### config.mk
export PLATFORM = sky130hd
export DESIGN_NAME = edge_event_scheduler
export DESIGN_NICKNAME = d
export VERILOG_FILES = /design/src/rtl/edge_sched_pkg.sv /design/src/rtl/edge_event_sync.sv /design/src/rtl/edge_event_scheduler.sv
export SDC_FILE = /design/constraint.sdc
export NUM_CORES = 1
export LEC_CHECK = 0
export BUFFER_PORTS_ARGS = -buffer_cell sky130_fd_sc_hd__buf_2
export CORE_MARGIN = 1
export CORE_UTILIZATION = 40
export CTS_CLUSTER_SIZE = 30
export DETAILED_ROUTE_END_ITERATION = 7
export PLACE_DENSITY = 0.63
export REMOVE_ABC_BUFFERS = 1
export SYNTH_ARGS = -nofsm -noshare
export SYNTH_HDL_FRONTEND = slang
export SYNTH_SLANG_ARGS = --single-unit
### constraint.sdc
create_clock -name dstclk -period 2.9 [get_ports dstclk]
set_clock_uncertainty 0.05 [all_clocks]
set_input_delay 0.29 -clock dstclk [delete_from_list [all_inputs] [get_ports dstclk]]
set_output_delay 0.29 -clock dstclk [all_outputs]
set_load 0.01 [all_outputs]
### src/rtl/edge_sched_pkg.sv
// rtl/edge_sched_pkg.sv - shared types and round-robin helper for edge_event_scheduler
package edge_sched_pkg;

  // Scheduler FSM: nothing offered / one event offered to the consumer
  typedef enum logic {
    IDLE  = 1'b0,
    OFFER = 1'b1
  } sched_state_t;

  localparam int unsigned MAX_NCH = 16;

  // First set request bit searching upward from last+1, wrapping at n.
  // Returns last when no bit is set; callers only use the result when req != 0.
  function automatic logic [3:0] rr_next(input logic [15:0] req,
                                         input logic [3:0]  last,
                                         input int unsigned n);
    logic [3:0]  pick;
    logic        found;
    int unsigned idx;
    pick  = last;
    found = 1'b0;
    for (int unsigned k = 1; k <= MAX_NCH; k++) begin
      idx = 32'(last) + k;
      if (idx >= n) idx = idx - n;
      if (!found && (k <= n) && req[idx[3:0]]) begin
        pick  = idx[3:0];
        found = 1'b1;
      end
    end
    return pick;
  endfunction

endpackage

### src/rtl/edge_event_sync.sv
// rtl/edge_event_sync.sv - one channel: 2-flop synchroniser, history flop, registered falling-edge pulse
module edge_event_sync (
  input  logic dstclk,
  input  logic dstresetn,
  input  logic srcdata,
  output logic pulse
);

  logic sync_q1;
  logic sync_q2;
  logic hist_q;

  // Synchronise the async level, keep one cycle of history, flag a 1->0 step
  always_ff @(posedge dstclk or negedge dstresetn) begin
    if (!dstresetn) begin
      sync_q1 <= 1'b0;
      sync_q2 <= 1'b0;
      hist_q  <= 1'b0;
      pulse   <= 1'b0;
    end else begin
      sync_q1 <= srcdata;
      sync_q2 <= sync_q1;
      hist_q  <= sync_q2;
      pulse   <= hist_q & ~sync_q2;
    end
  end

endmodule

### src/rtl/edge_event_scheduler.sv
// rtl/edge_event_scheduler.sv - falling-edge event collector and round-robin serialiser; EDGE_SCHED_TIMESTAMP_EN adds evtTime
module edge_event_scheduler
  import edge_sched_pkg::*;
#(
  parameter int NCH  = 4,
  parameter int IDXW = 2
`ifdef EDGE_SCHED_TIMESTAMP_EN
  ,
  parameter int TSW  = 16
`endif
) (
  input  logic            dstclk,
  input  logic            dstresetn,
  input  logic [NCH-1:0]  srcdata,
  input  logic [NCH-1:0]  chanEn,
  input  logic [NCH-1:0]  ovfClear,
  output logic            evtValid,
  input  logic            evtReady,
  output logic [IDXW-1:0] evtChan,
  output logic [NCH-1:0]  ovfFlag,
  output logic            busy
`ifdef EDGE_SCHED_TIMESTAMP_EN
  ,
  output logic [TSW-1:0]  evtTime
`endif
);

  logic [NCH-1:0]  pulse;
  logic [NCH-1:0]  pending_q;
  logic [NCH-1:0]  grant_oh;
  logic [NCH-1:0]  ovf_set;
  logic [IDXW-1:0] last_grant_q;
  logic [IDXW-1:0] grant_idx;
  logic            grant_fire;
  sched_state_t    state_q;
  sched_state_t    state_d;

  for (genvar i = 0; i < NCH; i++) begin : g_sync
    edge_event_sync u_sync (
      .dstclk    (dstclk),
      .dstresetn (dstresetn),
      .srcdata   (srcdata[i]),
      .pulse     (pulse[i])
    );
  end

  assign grant_idx = IDXW'(rr_next(16'(pending_q), 4'(last_grant_q), NCH));
  assign grant_oh  = grant_fire ? ({{(NCH-1){1'b0}}, 1'b1} << grant_idx) : '0;
  // A pulse on the channel being granted is a new event, not a lost one
  assign ovf_set   = pulse & chanEn & pending_q & ~grant_oh;

  // FSM state register
  always_ff @(posedge dstclk or negedge dstresetn) begin
    if (!dstresetn) state_q <= IDLE;
    else            state_q <= state_d;
  end

  // Next state and grant decision; a handshake with work left re-grants at once
  always_comb begin
    state_d    = state_q;
    grant_fire = 1'b0;
    case (state_q)
      IDLE: begin
        if (|pending_q) begin
          grant_fire = 1'b1;
          state_d    = OFFER;
        end
      end
      OFFER: begin
        if (evtReady) begin
          if (|pending_q) grant_fire = 1'b1;
          else            state_d    = IDLE;
        end
      end
      default: state_d = IDLE;
    endcase
  end

  // Outputs decoded from state so reset removes the offer immediately
  always_comb begin
    evtValid = (state_q == OFFER);
    busy     = (|pending_q) | evtValid;
  end

  // Pending bits: set beats grant-clear, disabled channels are flushed
  always_ff @(posedge dstclk or negedge dstresetn) begin
    if (!dstresetn) pending_q <= '0;
    else            pending_q <= chanEn & ((pending_q & ~grant_oh) | pulse);
  end

  // Sticky overflow flags: a new overflow wins over a clear in the same cycle
  always_ff @(posedge dstclk or negedge dstresetn) begin
    if (!dstresetn) ovfFlag <= '0;
    else            ovfFlag <= ovf_set | (ovfFlag & ~ovfClear);
  end

  // Offered channel and round-robin pointer, updated on every grant
  always_ff @(posedge dstclk or negedge dstresetn) begin
    if (!dstresetn) begin
      evtChan      <= '0;
      last_grant_q <= IDXW'(NCH - 1);
    end else if (grant_fire) begin
      evtChan      <= grant_idx;
      last_grant_q <= grant_idx;
    end
  end

`ifdef EDGE_SCHED_TIMESTAMP_EN
  logic [TSW-1:0] ts_cnt;
  logic [TSW-1:0] ts_cap [NCH];

  // Free-running time base, wraps naturally
  always_ff @(posedge dstclk or negedge dstresetn) begin
    if (!dstresetn) ts_cnt <= '0;
    else            ts_cnt <= ts_cnt + 1'b1;
  end

  // Capture time whenever a channel becomes (or stays, via set-beats-clear) freshly pending
  always_ff @(posedge dstclk or negedge dstresetn) begin
    if (!dstresetn) begin
      for (int i = 0; i < NCH; i++) ts_cap[i] <= '0;
    end else begin
      for (int i = 0; i < NCH; i++) begin
        if (pulse[i] && chanEn[i] && (!pending_q[i] || grant_oh[i])) ts_cap[i] <= ts_cnt;
      end
    end
  end

  // Offered timestamp follows the grant and is otherwise held
  always_ff @(posedge dstclk or negedge dstresetn) begin
    if (!dstresetn)      evtTime <= '0;
    else if (grant_fire) evtTime <= ts_cap[grant_idx];
  end
`endif

endmodule

; ---- After elaboration in Yosys (flattened, before gate mapping)
; Cells that the tools add are included.
; W data, S select, Z words.
[totals]
ff_bits = 29
in_bits = 15
output_inout_bits = 8
word_cells = 90
[op_classes]
add_sub_neg = 8
n_lt_le_gt_ge = 8
n_shift = 1
n_mux = 25
n_bitwise = 20
reduce_logical = 7
[op_table]
columns = operator, count
row1 = $and A4 B4 Y4, 6
row2 = $lt A4 B5 Y1 const B, 4
row3 = $mux W4, 5
row4 = $bmux W1 S4, 4
row5 = $sub A3 B3 Y4 const B, 3
row6 = $mux W1, 10
row7 = $ge A3 B3 Y1 const B, 3
row8 = $mux W2, 4
row9 = $not A4 Y4, 2
row10 = $or A4 B4 Y4, 2
row11 = $add A2 B2 Y3 const B, 2
row12 = $not A1 Y1, 5
row13 = $add A2 B3 Y4 const B, 1
row14 = $and A1 B1 Y1, 4
row15 = $ge A4 B3 Y1 const B, 1
row16 = $pmux W1 S2, 2
row17 = $reduce_or A4 Y1, 1
row18 = $shl A1 B2 Y4 const A, 1
row19 = $sub A4 B3 Y4 const B, 1
row20 = $add A2 B1 Y3 const B, 1
row21 = $logic_and A1 B1 Y1, 3
row22 = $logic_not A1 Y1, 3
row23 = $or A1 B1 Y1, 1

; ---- Longest topological paths before layout
[logic_depth]
word_depth = 21
mapped_depth = 9

; ---- By module
; Synthesis repeated with hierarchy kept, for this count alone.
[unflattened]
cells_unflattened = 108
hier_area_um2 = 1350.0
[by_module_without_submodules]
columns = module, instances, cells_each, area_per_inst_um2, seq_area_each_um2
row1 = edge_event_scheduler, 1, 88, 894.6, 327.8
row2 = edge_event_sync, 4, 5, 113.9, 100.1

; ---- Least setup slack after synthesis
; No wires, ideal clock.
[synth_path]
path_type = reg2reg
start = register last_grant_q[0]
end = register ovfFlag[1]
setup_time_ns = 0.121
arrival_time_ns = 2.346
path_slack_ns = 0.382
path_stages_with_launch = 9
synth_period_minus_slack_ns = 2.518
cell_sequence = dfstp_2 buf_6 inv_1 ha_1 nor3_1 nand4bb_1 a21oi_2 o31a_1 a32o_2
[synth_via]
elab_chain_len = 20
word_cells_on_any_way = 42
cone_classes = add/sub (8) / order compare (4) / shift (1) / mux (20) / bitwise (3) / reduce/logical (6)
[synth_lines]
columns = item, line_no
row1 = from (decl), edge_event_scheduler.sv:32  ; logic [IDXW-1:0] last_grant_q;
row2 = from (signal assigned), edge_event_scheduler.sv:101  ; last_grant_q <= IDXW'(NCH - 1);
row3 = from (signal assigned), edge_event_scheduler.sv:104  ; last_grant_q <= grant_idx;
row4 = $add A2 B1 Y3, edge_sched_pkg.sv:23  ; idx = 32'(last) + k;
row5 = $sub A3 B3 Y4 / $ge A3 B3 Y1 (equally long branches), edge_sched_pkg.sv:24  ; if (idx >= n) idx = idx - n;
row6 = $mux W4, edge_sched_pkg.sv:24
row7 = $bmux W1 S4, edge_sched_pkg.sv:25  ; if (!found && (k <= n) && req[idx[3:0]]) begin
row8 = $mux W1 (implied by the code), edge_sched_pkg.sv:25
row9 = $mux W1, edge_sched_pkg.sv:25
row10 = $logic_not A1 Y1, edge_sched_pkg.sv:25
row11 = $logic_and A1 B1 Y1, edge_sched_pkg.sv:25
row12 = (+4 left out), -
row13 = $logic_not A1 Y1, edge_sched_pkg.sv:25
row14 = $logic_and A1 B1 Y1, edge_sched_pkg.sv:25
row15 = $mux W2 (*), edge_sched_pkg.sv:25
row16 = $shl A1 B2 Y4 (*), edge_event_scheduler.sv:48  ; assign grant_oh = grant_fire ? ({{(NCH-1){1'b0}}, 1'b1} << grant_idx) : '0;
row17 = $mux W4 (*), edge_event_scheduler.sv:48
row18 = $not A4 Y4 (*), edge_event_scheduler.sv:50  ; assign ovf_set = pulse & chanEn & pending_q & ~grant_oh;
row19 = $and A4 B4 Y4 (*), edge_event_scheduler.sv:50
row20 = $or A4 B4 Y4 (*), edge_event_scheduler.sv:94  ; else ovfFlag <= ovf_set | (ovfFlag & ~ovfClear);
row21 = to (signal assigned), edge_event_scheduler.sv:94
row22 = to (decl), edge_event_scheduler.sv:20  ; output logic [NCH-1:0] ovfFlag,
; Mark *: on every way between the ends. The rest lies on a longest branch, timed or not. The select of a mux whose other input is x is not followed.
; A chain may end at the register's enable or synchronous reset.

; ---- Worst setup path in the final report
; Ends and elaborated chain as after synthesis.

==> flow_summary.ini <==
[worst_setup_path]
crit_fanout = 5
crit_slowest_cell = dfstp_2
max_stage_delay_ns = 0.58
endpoint_kind = flop
cp_top_family = compound AO/OA/AOI/OAI gates
crit_chain = inv_1, ha_1, nor3_1, nand4bb_1, a21oi_2, o31a_1, a32o_2
cp_num_buf_inv = 1
setup.worst_path.class = reg -> reg
cp-start-kind = flop
crit_arrival_ns = 2.77
cp.required_ns = 3.06

[sta]
timing.final.ws_setup_ns = 0.293
setup_viol = 0
tightest_slew_ns = 0.604
setup-tns-final_ns = 0
fin_crit_ns = 2.61
min_period_over_period_pct = 89.9
slew_headroom_pct = 59.7
grt_setup_unrepaired = no
fmax_mhz = 384
drv_slew = 0
hold_viol = 0

[final_layout]
final_net_count = 154
num_antenna_cells = 0
drive_gt1_share_pct = 34.8
fillers = 293
synthToLayoutAreaGrowth_pct = 22.3
utilization_pct = 51.8
fin_area_um2 = 1580

[yosys]
synthDominantCellAreaShare_pct = 52.2
yosysTopAreaCell = dfrtp_1
yosysMostFrequentCell = dfrtp_1
synth_common_cells = 27 x dfrtp_1, 8 x inv_1, 6 x nor2_1, 5 x ha_1, 5 x nor2b_1
syn_area_per_cell_um2 = 13.1
synthCells = 99
synth_edf_count = 0
syn_area_um2 = 1290
ys_top_cells_by_area = dfrtp_1 52%, ha_1 4.8%, dfstp_2 4.1%
synth-seq-area-share_pct = 56.3
yosys_warnings = 0
synth_cell_types = 39
ys_async_sr_fraction_pct = 100
ys_seq_elements = 29
synthFlopType = dfrtp_1

[placed_design]
place_area_um2 = 1460
hpwl_um = 1530
gp_congestion = 0.898
io_buffers = 22
pre_cts_ws_ns = 0.292

[clock_network]
ctsResizeCount = 0
clkSinkCount = 29
clk_pin_slew_ns = 0.09
clkLatencyLatePin_ns = 0.32
post-cts-setup-buffer-count = 0
cts_buffers = 5
clockBufferDepth = 2
h-tree-depth = 2
cts-root-buf = clkbuf_4
tritoncts = built

[power]
combPwrFrac_pct = 43.9
switching_share_pct = 35.4
ir_drop_mv = 0.434
p_int_w = 0.000907
clkPwrFrac_pct = 19.2
netSwitchingPower_w = 0.000497
p_leak_nw = 0.750
p_total_w = 0.00140
power_per_cell_area_nw_per_um2 = 887
seqPwrFrac_pct = 36.9

[global_route]
grt_usage_pct = 14.4
antenna_found_initial = 0
grt_overflow_total = 0
grt_start_max_net_pins = 30
grt_pass1_wl_um = 3560
grt_pass1_vias = 842

[floorplan]
die_area_um2 = 3470
core_um2 = 3050
die_w_um = 58.9
row_count = 20
die_height_um = 58.9
start_util_pct = 42.4
design.portCount = 23

[job]
drv_cap = 0

[routing]
totalWireLength_um = 2020
drt-initial-drc-count = 6
drt-pass1-iter-count = 4
avgRoutedWirePerCell_um = 11.3
drt.antenna.violating_nets = 0
viasPerCell = 4.75
drc = 0
dr_total_vias = 851

[worst_hold_path]
hold_class = in -> reg

[status]
outcome = completed
flip-flops by register name (all words and copies together) (netlist names):
| signal | cells |
|---|---|
| last_grant_q | 2 |
| g_sync.u_sync.sync_q2 | 4 |
| pending_q | 4 |
| g_sync.u_sync.pulse | 4 |
| evtValid | 1 |
| ovfFlag | 4 |
| evtChan | 2 |
| g_sync.u_sync.hist_q | 4 |
| g_sync.u_sync.sync_q1 | 4 |
power by group through the flow:
stage | clock (W) | sequential, W | combinational, W
6_report | 0.000270 | 0.000518 | 0.000616
3_5_place_dp | 0 | 0.000527 | 0.000616
2_1_floorplan | 0 | 0.000544 | 0.000452
4_1_cts | 0.000282 | 0.000519 | 0.000619
3_3_place_gp | 0 | 0.000524 | 0.000607
5_1_grt | 0.000302 | 0.000526 | 0.000687
path summary, 6_finish.rpt:
path | from | end | slack, ns | cells after the start
worst max register to register | last_grant_q[0] | ovfFlag[1] | 0.29 | 7
worst min register to register | g_sync[2].u_sync.sync_q1 | g_sync[2].u_sync.sync_q2 | 0.30 | 0
worst max-delay path | last_grant_q[0] | ovfFlag[1] | 0.29 | 7
min in group asynchronous | dstresetn | g_sync[3].u_sync.hist_q | 0.45 | 2
worst min-delay path | ovfClear[0] | ovfFlag[0] | 0.1 | 2
max in group asynchronous | dstresetn | g_sync[2].u_sync.sync_q2 | 1.95 | 2
cell usage in the layout, fill, tap and decap left out, drive strengths merged, types with 2 or more instances in the layout:
master / count
nand2b: 2
dfrtp: 27
dfstp: 2
o21a: 2
mux2: 2
mux2i: 5
xnor2: 2
a32o: 2
clkbuf: 7
inv: 8
buf: 24
nor2b: 5
ha: 5
dlygate4sd3: 5
nor2: 6
o41ai: 2
o21ai: 3
a21o: 2
or2: 2
nand2: 3
o31a: 2
o22ai: 4
repair_timing:
item / in CTS / in global routing
endpoints found under the setup margin: 0 / 0
hold buffers: 1 / 4
hold endpoints to repair: 27 / 4
routing by layer:
metal	track usage (%)	routed length (um)	up-vias
met5	0	0	-
met4	7.82	44	0
met3	5.49	91	6
met2	23.5	985	20
met1	16.4	902	405
li1	-	-	420
kinds of logic (layout without fill, tap and decap cells):
| group | count (synthesis) | after routing | synth area share (%) |
|---|---|---|---|
| and+or+nand+nor | 24 | 24 | 11.1 |
| muxes | 7 | 7 | 6.87 |
| adders and majority gates | 5 | 5 | 4.84 |
| DFF | 29 | 29 | 56.3 |
| buffers and inverters | 9 | 45 | 3.19 |
| AOI/OAI and AO/OA | 23 | 23 | 16.3 |
| xor gates and xnor gates | 2 | 2 | 1.35 |
area by class of cell:
type / count / area, um2 / share of cell area (%)
Clock buffer: 7 / 65.1 / 4.11
Clock inverter: 1 / 5.00 / 0.316
Inverter: 8 / 30.0 / 1.90
Multi-Input combinational cell: 61 / 524 / 33.1
Sequential cell: 29 / 728 / 46.0
Tap cell: 44 / 55.1 / 3.48
Timing Repair Buffer: 29 / 175 / 11.1
stage by stage:
step,instances,hold WS [ns]
2_1_floorplan,98,-0.0556
3_3_place_gp,166,0.285
3_5_place_dp,166,0.287
4_1_cts,175,0.00354
5_1_grt,179,0.0751
6_report,179,0.0970
Note: power is estimated with default switching activity, not from simulation.
